<file path="config.mk">
export PLATFORM = sky130hd
export DESIGN_NAME = sc_statemachine_carcontrol
export DESIGN_NICKNAME = d
export VERILOG_FILES = /design/src/rtl/sc_statemachine_carcontrol.sv
export SDC_FILE = /design/constraint.sdc
export NUM_CORES = 1
export LEC_CHECK = 0
export ABC_AREA = 1
export CAP_MARGIN = 15
export CORE_MARGIN = 2
export CORE_UTILIZATION = 35
export DETAILED_ROUTE_END_ITERATION = 12
export DONT_BUFFER_PORTS = 1
export HOLD_SLACK_MARGIN = 0.15
export PLACE_DENSITY = 0.56
export SLEW_MARGIN = 20
export SYNTH_ARGS = -nofsm -noshare
export SYNTH_HDL_FRONTEND = slang
export SYNTH_SLANG_ARGS = --single-unit
export TNS_END_PERCENT = 20
</file>
<file path="constraint.sdc">
create_clock -name SC_CARCTRL_CLOCK_50 -period 2.5 [get_ports SC_CARCTRL_CLOCK_50]
set_clock_uncertainty 0.15 [all_clocks]
set_input_delay 0.5 -clock SC_CARCTRL_CLOCK_50 [delete_from_list [all_inputs] [get_ports SC_CARCTRL_CLOCK_50]]
set_output_delay 0.5 -clock SC_CARCTRL_CLOCK_50 [all_outputs]
set_load 0.1 [all_outputs]
</file>
<file path="src/rtl/sc_statemachine_carcontrol.sv">
// sc_statemachine_carcontrol: turns raw car buttons and crash flag into lane-register clear/load/shift commands
module sc_statemachine_carcontrol #(
  parameter int REPEAT_CYCLES = 25000000,
  parameter int CNT_WIDTH = 25
) (
  input  logic       SC_CARCTRL_CLOCK_50,
  input  logic       SC_CARCTRL_RESET_InLow,
  input  logic       SC_CARCTRL_left_InLow,
  input  logic       SC_CARCTRL_right_InLow,
  input  logic       SC_CARCTRL_start_InLow,
  input  logic       SC_CARCTRL_crash_InLow,
  output logic       SC_CARCTRL_clear_OutLow,
  output logic       SC_CARCTRL_load_OutLow,
  output logic [1:0] SC_CARCTRL_shift_OutBus
);
  typedef enum logic [2:0] {CLEAR, WAIT_START, LOAD, IDLE, SHIFT, HOLD} state_t;
  localparam logic [CNT_WIDTH-1:0] TERM = CNT_WIDTH'(REPEAT_CYCLES - 1);
  state_t state, nxt;
  logic [2:0] sync1, sync2;
  logic start_prev, start_press, crash;
  logic [1:0] dir_req, dir_q;
  logic [CNT_WIDTH-1:0] cnt;
  assign crash = ~SC_CARCTRL_crash_InLow;
  assign start_press = ~sync2[2] & start_prev;
  assign dir_req = sync2[1:0] == 2'b10 ? 2'b01 : sync2[1:0] == 2'b01 ? 2'b10 : 2'b00;
  // two-flop synchronisers for {start,right,left}, plus last start level for edge detection
  always_ff @(posedge SC_CARCTRL_CLOCK_50 or negedge SC_CARCTRL_RESET_InLow)
    if (!SC_CARCTRL_RESET_InLow) begin
      sync1 <= '1;
      sync2 <= '1;
      start_prev <= 1'b1;
    end else begin
      sync1 <= {SC_CARCTRL_start_InLow, SC_CARCTRL_right_InLow, SC_CARCTRL_left_InLow};
      sync2 <= sync1;
      start_prev <= sync2[2];
    end
  // next-state decision; crash outranks direction, release outranks repeat
  always_comb begin
    nxt = state;
    case (state)
      CLEAR:      nxt = WAIT_START;
      WAIT_START: nxt = start_press ? LOAD : WAIT_START;
      LOAD:       nxt = IDLE;
      IDLE:       nxt = crash ? LOAD : dir_req != 2'b00 ? SHIFT : IDLE;
      SHIFT:      nxt = HOLD;
      HOLD:       nxt = crash ? LOAD : dir_req != dir_q ? IDLE : cnt == TERM ? SHIFT : HOLD;
      default:    nxt = CLEAR;
    endcase
  end
  // state, repeat counter, latched direction and outputs registered from the next state
  always_ff @(posedge SC_CARCTRL_CLOCK_50 or negedge SC_CARCTRL_RESET_InLow)
    if (!SC_CARCTRL_RESET_InLow) begin
      state <= CLEAR;
      cnt <= '0;
      dir_q <= 2'b00;
      SC_CARCTRL_clear_OutLow <= 1'b0;
      SC_CARCTRL_load_OutLow <= 1'b1;
      SC_CARCTRL_shift_OutBus <= 2'b00;
    end else begin
      state <= nxt;
      cnt <= state == SHIFT ? '0 : state == HOLD ? cnt + 1'b1 : cnt;
      dir_q <= state == IDLE && nxt == SHIFT ? dir_req : dir_q;
      SC_CARCTRL_clear_OutLow <= nxt != CLEAR;
      SC_CARCTRL_load_OutLow <= nxt != LOAD;
      SC_CARCTRL_shift_OutBus <= nxt != SHIFT ? 2'b00 : state == IDLE ? dir_req : dir_q;
    end
endmodule
</file>
==> metrics.txt, run 1 <==
cell area after synthesis=2270 um2; Routed WL=5120 um; Syn Inst Count=318; Reg-to-Reg Start=sync2[0]$_DFF_PN1_; Yosys reg bits=41; # IOs=10; Hold EP=sync2[2]$_DFF_PN1_; Final ANT Viol Nets=0; worst-path fanout max=5; Die Span Y=84.5 um; clk buf depth=2; largest family of logic cells by synthesized area=simple AND/OR/NAND/NOR gates; area of the die=7150 um2; mux cell area share after synthesis=0; # port buffers=0; Synth Area in Compound Gates=0.0700; VDD IR max=0.364 mV; HP Class=register to register; CP Launch Type=register; commonest non-fill, non-tap cell in the layout=nand2_1; Power Dens Cells=695 nW/um2; critical path class=register to register; outcome=finished, final reports clean; Synth Warn #=0; vias in the first global route=1880; Syn Area/Cell=7.14 um2; Fillers=679; final period utilization=0.793; first-pass GRT wire length=8960 um; 1st-iter DRT viols=190; Mapped Nets=327; row count=29; post-synthesis adder-cell area fraction=0.0165; GR Util All Layers=0.155; drt via density=4.86; Max Fclk=505 MHz; initial antenna violation count=0; Clk Latency, worst-skew pair=0.30 ns; R2R Path End=SC_CARCTRL_shift_OutBus[1]$_DFF_PN0_; Vias=1989; hold path depth=0; Final Hold Fails=0; die width=84.5 um; Worst Path Arrival=2.07 ns; measured slew at the worst slew-check pin=0.487 ns; core area=6310 um2; hpwl dp=3740 um; largest net degree at the start of global routing=42; Period minus WS final=1.98 ns; clock transition at the registers of the reported paths=0.08 ns; Finish-stage setup viols=0; Initial Util=0.359; CTS buffer count=5; register area share after synthesis=0.456; diodes inserted=0; drc violations=0; routability-driven placement congestion ratio=0.873; min-delay src=sync1[2]$_DFF_PN1_; Max Slew Vio Count=0; Leak=1.18 nW; # Max-Cap Violations=0; CTS tree=built; CTS sink count=41; area growth from synthesis to layout=13.0%; most frequent cells in the layout=nand2_1, nor2_1, inv_1, dfrtp_1, nand3_1; r2r worst-path depth=9; TritonRoute pass-1 iters=4; fin nets=340; layout cell share with drive strength beyond 1=0.0843; Reg2Reg Setup Slack=0.52 ns; slew margin rel.=0.676; clock root buffer=clkbuf_8; RSZ-0062 raised after global routing=false; gr ovfl total=0; Crit. End Element=register; xor and xnor area share after synthesis=0.0193; Hold WS=0.208 ns; Critical Path RT=2.58 ns; H-tree levels=2; simple-gate portion of the synthesized area=0.368; Wirelength per Cell=12.5 um; setup_tns=0 ns; Netlist cell types=25
routing by layer:
layer	part of all wire	track usage
met1	0.51	0.232
met2	0.44	0.234
met3	0.036	0.0265
met4	0.011	0.0390
met5	0	0
what timing repair did:
action	4_1_cts	5_1_grt
hold buffers	5	0
gates resized for setup	0	0
buffers inserted	0	0
endpoints found under the hold margin	44	0
worst max-delay path, cell delays in order (launching register included):
cell and delay [ns]:
dfstp_2 0.54, inv_1 0.04, ha_1 0.27, inv_1 0.08, nand3_1 0.09, nor3_1 0.36
nor2_1 0.09, nand2_1 0.09, nand4_1 0.11, nor2_1 0.10
cell usage after synthesis:
cell type,instances,area (um2)
clkbuf_1,1,3.75
nor2_1,54,203
nand3_1,31,155
a21oi_1,9,45.0
clkinv_1,1,3.75
o21ai_0,14,70.1
nand4_1,9,56.3
o21a_1,1,7.51
o211a_1,1,10.0
buf_2,3,15.0
nor3_1,4,20.0
nand2_1,96,360
ha_1,3,37.5
xor2_1,4,35.0
o21ba_2,1,10.0
nand2_2,1,6.26
nor4_1,1,6.26
o21bai_1,1,7.51
nor3_2,1,10.0
nor2_2,3,18.8
a22o_1,1,8.76
xnor2_1,1,8.76
dfrtp_1,33,826
inv_1,36,135
dfstp_2,8,210
registers in the layout, indices dropped and copies added (netlist names):
signal	count
SC_CARCTRL_clear_OutLow	1
SC_CARCTRL_load_OutLow	1
SC_CARCTRL_shift_OutBus	2
cnt	25
dir_q	2
start_prev	1
state	3
sync1	3
sync2	3
worst max path at each step:
stage / from / cells past startpoint / slack, ns / endpoint
2_1_floorplan: sync2[0]$_DFF_PN1_ / 9 / 0.71 / SC_CARCTRL_shift_OutBus[0]$_DFF_PN0_
3_5_place_dp: sync2[0]$_DFF_PN1_ / 9 / 0.54 / SC_CARCTRL_shift_OutBus[1]$_DFF_PN0_
6_report: sync2[0]$_DFF_PN1_ / 9 / 0.52 / SC_CARCTRL_shift_OutBus[1]$_DFF_PN0_
5_1_grt: sync2[0]$_DFF_PN1_ / 9 / 0.31 / SC_CARCTRL_shift_OutBus[0]$_DFF_PN0_
3_3_place_gp: cnt[0]$_DFFE_PN0P_ / 9 / 0.58 / SC_CARCTRL_shift_OutBus[1]$_DFF_PN0_
4_1_cts: sync2[0]$_DFF_PN1_ / 9 / 0.52 / SC_CARCTRL_shift_OutBus[1]$_DFF_PN0_
final cells by class:
type	count	area (um2)	share of cell area
clock inverter	2	37.5	0.0146
sequential	41	1040	0.404
inverter	37	139	0.0541
tap	77	96.3	0.0376
timing repair buffer	10	97.6	0.0380
clock buffer	6	82.6	0.0322
multi-input combinational	236	1080	0.420
report_power, final:
group          leakage (nW)  switching (mW)  internal [mW]  total [mW]
Combinational         0.589           0.254          0.113       0.367
Sequential            0.531           0.107          0.739       0.846
Clock                0.0574           0.244          0.325       0.569
Total                  1.18           0.605           1.18        1.78
stage by stage:
stage / cell area (um2) / worst slack, ns / instances / util / power [mW]
2_1_floorplan: 2270 / 0.714 / 318 / - / 1.11
3_3_place_gp: 2380 / 0.578 / 396 / 0.378 / 1.20
3_5_place_dp: 2380 / 0.540 / 396 / 0.378 / 1.20
4_1_cts: 2560 / 0.516 / 409 / 0.406 / 1.81
5_1_grt: 2560 / 0.314 / 409 / 0.406 / 1.90
6_report: 2560 / 0.518 / 409 / 0.406 / 1.78
cells by family after synthesis:
kind of cell    after synthesis
flops                        41
buf+inv                      41
xor+xnor                      5
compound gates               28
simple gates                200
fa+ha+maj                     3
(Power assumes the default switching activity.)
==> run 2, diff against run 1 <==
--- a/config.mk
+++ b/config.mk
@@ -12,7 +12,7 @@
 export DETAILED_ROUTE_END_ITERATION = 12
 export DONT_BUFFER_PORTS = 1
 export HOLD_SLACK_MARGIN = 0.15
-export PLACE_DENSITY = 0.56
+export PLACE_DENSITY = 0.58
 export SLEW_MARGIN = 20
 export SYNTH_ARGS = -nofsm -noshare
 export SYNTH_HDL_FRONTEND = slang
==> constraint.sdc (replaced) <==
create_clock -name SC_CARCTRL_CLOCK_50 -period 1.8 [get_ports SC_CARCTRL_CLOCK_50]
set_clock_uncertainty 0.15 [all_clocks]
set_input_delay 0.36 -clock SC_CARCTRL_CLOCK_50 [delete_from_list [all_inputs] [get_ports SC_CARCTRL_CLOCK_50]]
set_output_delay 0.36 -clock SC_CARCTRL_CLOCK_50 [all_outputs]
set_load 0.1 [all_outputs]
==> run 2 against run 1 <==
  * Final area up 5.8%
  * Combinational power up 81%
  * Flip-flop and latch count unchanged
  * Sequential share of layout area down 2.2 points
  * Total power up 39%
  * Hold slack worse by 0.039 ns
  * Global-route usage up 0.27 points
  * Critical path depth up 2
  * Core utilization up 2.4 points
  * First-iteration DRC count down 50%
  * Largest cell class unchanged
  * Final cell count up 2.9%
  * Largest power group unchanged
  * Highest routed layer unchanged
  * Register-to-register slack worse by 0.47 ns
==> metrics.txt, run 2 (synthesis gave the netlist of run 1 again) <==
outcome=finished, final reports clean; Wirelength per Cell=12.8 um; min-delay src=SC_CARCTRL_crash_InLow; # IOs=10; Power Dens Cells=912 nW/um2; diodes inserted=0; row count=29; GR Util All Layers=0.158; Leak=1.23 nW; dpl cells=402; Final Hold Fails=0; Vias=2096; CTS sink count=41; R2R Path End=SC_CARCTRL_shift_OutBus[1]$_DFF_PN0_; Crit. End Element=register; Core Util, Final=0.430; # port buffers=0; clock transition at the registers of the reported paths=0.09 ns; clock root buffer=clkbuf_8; fin nets=352; Hold EP=state[1]$_DFF_PN0_; RSZ-0062 raised after global routing=true; TritonRoute pass-1 iters=4; Crit path buffers/inverters=2; initial antenna violation count=0; Max stage delay on crit path=0.57 ns; Top reg by flops=cnt; H-tree levels=2; Worst Path Arrival=1.84 ns; 1st-iter DRT viols=95; clk buf depth=2; # Max-Cap Violations=0; slowest CP cell=dfstp_2; Reg-to-Reg Start=sync2[0]$_DFF_PN1_; hpwl dp=3770 um; CTS buffer count=5; Finish-stage setup viols=0; Max Fclk=572 MHz; final period utilization=0.971; CP Launch Type=register; first-pass GRT wire length=9060 um; critical path class=register to register; Max Slew Vio Count=0; Initial Util=0.359; vias in the first global route=1934; drc violations=0; Final ANT Viol Nets=0; Top delay family on crit path=simple AND/OR/NAND/NOR gates; Hold WS=0.169 ns; max FFs per register=25; slew margin rel.=0.675; crit path cell chain=inv_2 -> ha_4 -> inv_2 -> nand2_2 -> nand2_2 -> nand2_2 -> nor2_1 -> nand3_1 -> nand2_1 -> nand4_1 -> nor2_1; Routed WL=5380 um; Period minus WS final=1.75 ns; measured slew at the worst slew-check pin=0.488 ns; HP Class=input pin to register; Reg2Reg Setup Slack=0.05 ns; area of the die=7150 um2; Critical Path RT=1.89 ns; commonest non-fill, non-tap cell in the layout=nand2_1; core area=6310 um2; area growth from synthesis to layout=19.6%; gr ovfl total=0; routability-driven placement congestion ratio=0.876; largest net degree at the start of global routing=42; Clk Latency, worst-skew pair=0.30 ns; hold path depth=3; layout cell share with drive strength beyond 1=0.174; worst-path fanout max=3; CTS tree=built; VDD IR max=0.464 mV; Top cell by count, worst path=nand2_2; die width=84.5 um; r2r worst-path depth=11; setup_tns=0 ns; Non-Filler Instances=421; Die Span Y=84.5 um; drt via density=4.98; most frequent cells in the layout=nand2_1, nor2_1, dfrtp_1, inv_1, nand3_1
-- run 2: cell types whose count changed in the layout (fill, tap and decap cells not counted), sizes merged --
cell      delta
buf         +11
bufinv       -1
clkbuf       -1
clkinv       +1
clkinvlp     +1
nand2        +1
-- run 2: power by group --
group          internal (mW)  switching [mW]  leakage (nW)
clock network          0.280           0.366        0.0447
registers               1.03           0.137         0.530
logic                  0.237           0.428         0.658
-- run 2: worst reg2reg max path, stage by stage, from the launching register on --
cell and delay (ns):
dfstp_2 0.57, inv_2 0.05, ha_4 0.16, inv_2 0.06
nand2_2 0.04, nand2_2 0.09, nand2_2 0.06, nor2_1 0.09
nand3_1 0.09, nand2_1 0.10, nand4_1 0.12, nor2_1 0.11
-- run 2: layout make-up --
class | instances | area (um2)
Timing Repair Buffer | 21 | 184
Fill cell | 658 | 3600
Multi-Input combinational cell | 237 | 1160
Tap cell | 77 | 96.3
Clock buffer | 5 | 68.8
Sequential cell | 41 | 1040
Inverter | 37 | 143
Clock inverter | 3 | 25.0
-- run 2: stage by stage --
stage	setup WS, ns	power [mW]	cell area, um2
2_1_floorplan	0.0135	1.54	2270
3_3_place_gp	0.0114	1.71	2430
3_5_place_dp	0.00192	1.72	2430
4_1_cts	0.00459	2.41	2600
5_1_grt	-0.0512	2.63	2710
6_report	0.0525	2.48	2710
-- run 2: worst max-delay path by stage --
stage / startpoint / slack [ns] / depth (start not counted) / end
after floorplan: sync2[0]$_DFF_PN1_ / 0.01 / 9 / SC_CARCTRL_shift_OutBus[0]$_DFF_PN0_
after global placement: sync2[0]$_DFF_PN1_ / 0.01 / 11 / SC_CARCTRL_shift_OutBus[1]$_DFF_PN0_
after detailed placement: sync2[0]$_DFF_PN1_ / 0.002 / 11 / SC_CARCTRL_shift_OutBus[1]$_DFF_PN0_
after CTS: sync2[1]$_DFF_PN1_ / 0.005 / 11 / SC_CARCTRL_shift_OutBus[1]$_DFF_PN0_
after global routing: sync2[0]$_DFF_PN1_ / -0.05 / 11 / SC_CARCTRL_shift_OutBus[1]$_DFF_PN0_
final: sync2[0]$_DFF_PN1_ / 0.05 / 11 / SC_CARCTRL_shift_OutBus[1]$_DFF_PN0_
-- run 2: routing by layer --
metal	global-route usage	wire length (um)	vias up
li1	-	-	1065
met1	0.222	2700	986
met2	0.243	2410	35
met3	0.0374	161	10
met4	0.0462	104	0
met5	0	0	-
-- run 2: repair_timing --
item | 4_1_cts | 5_1_grt
gates resized for setup | 3 | 23
endpoints found under the hold margin | 44 | 0
endpoints found under the setup margin | 2 | 19
pin swaps | 2 | 10
cloned | 0 | 1
hold buffers | 5 | 0
setup buffers | 1 | 4
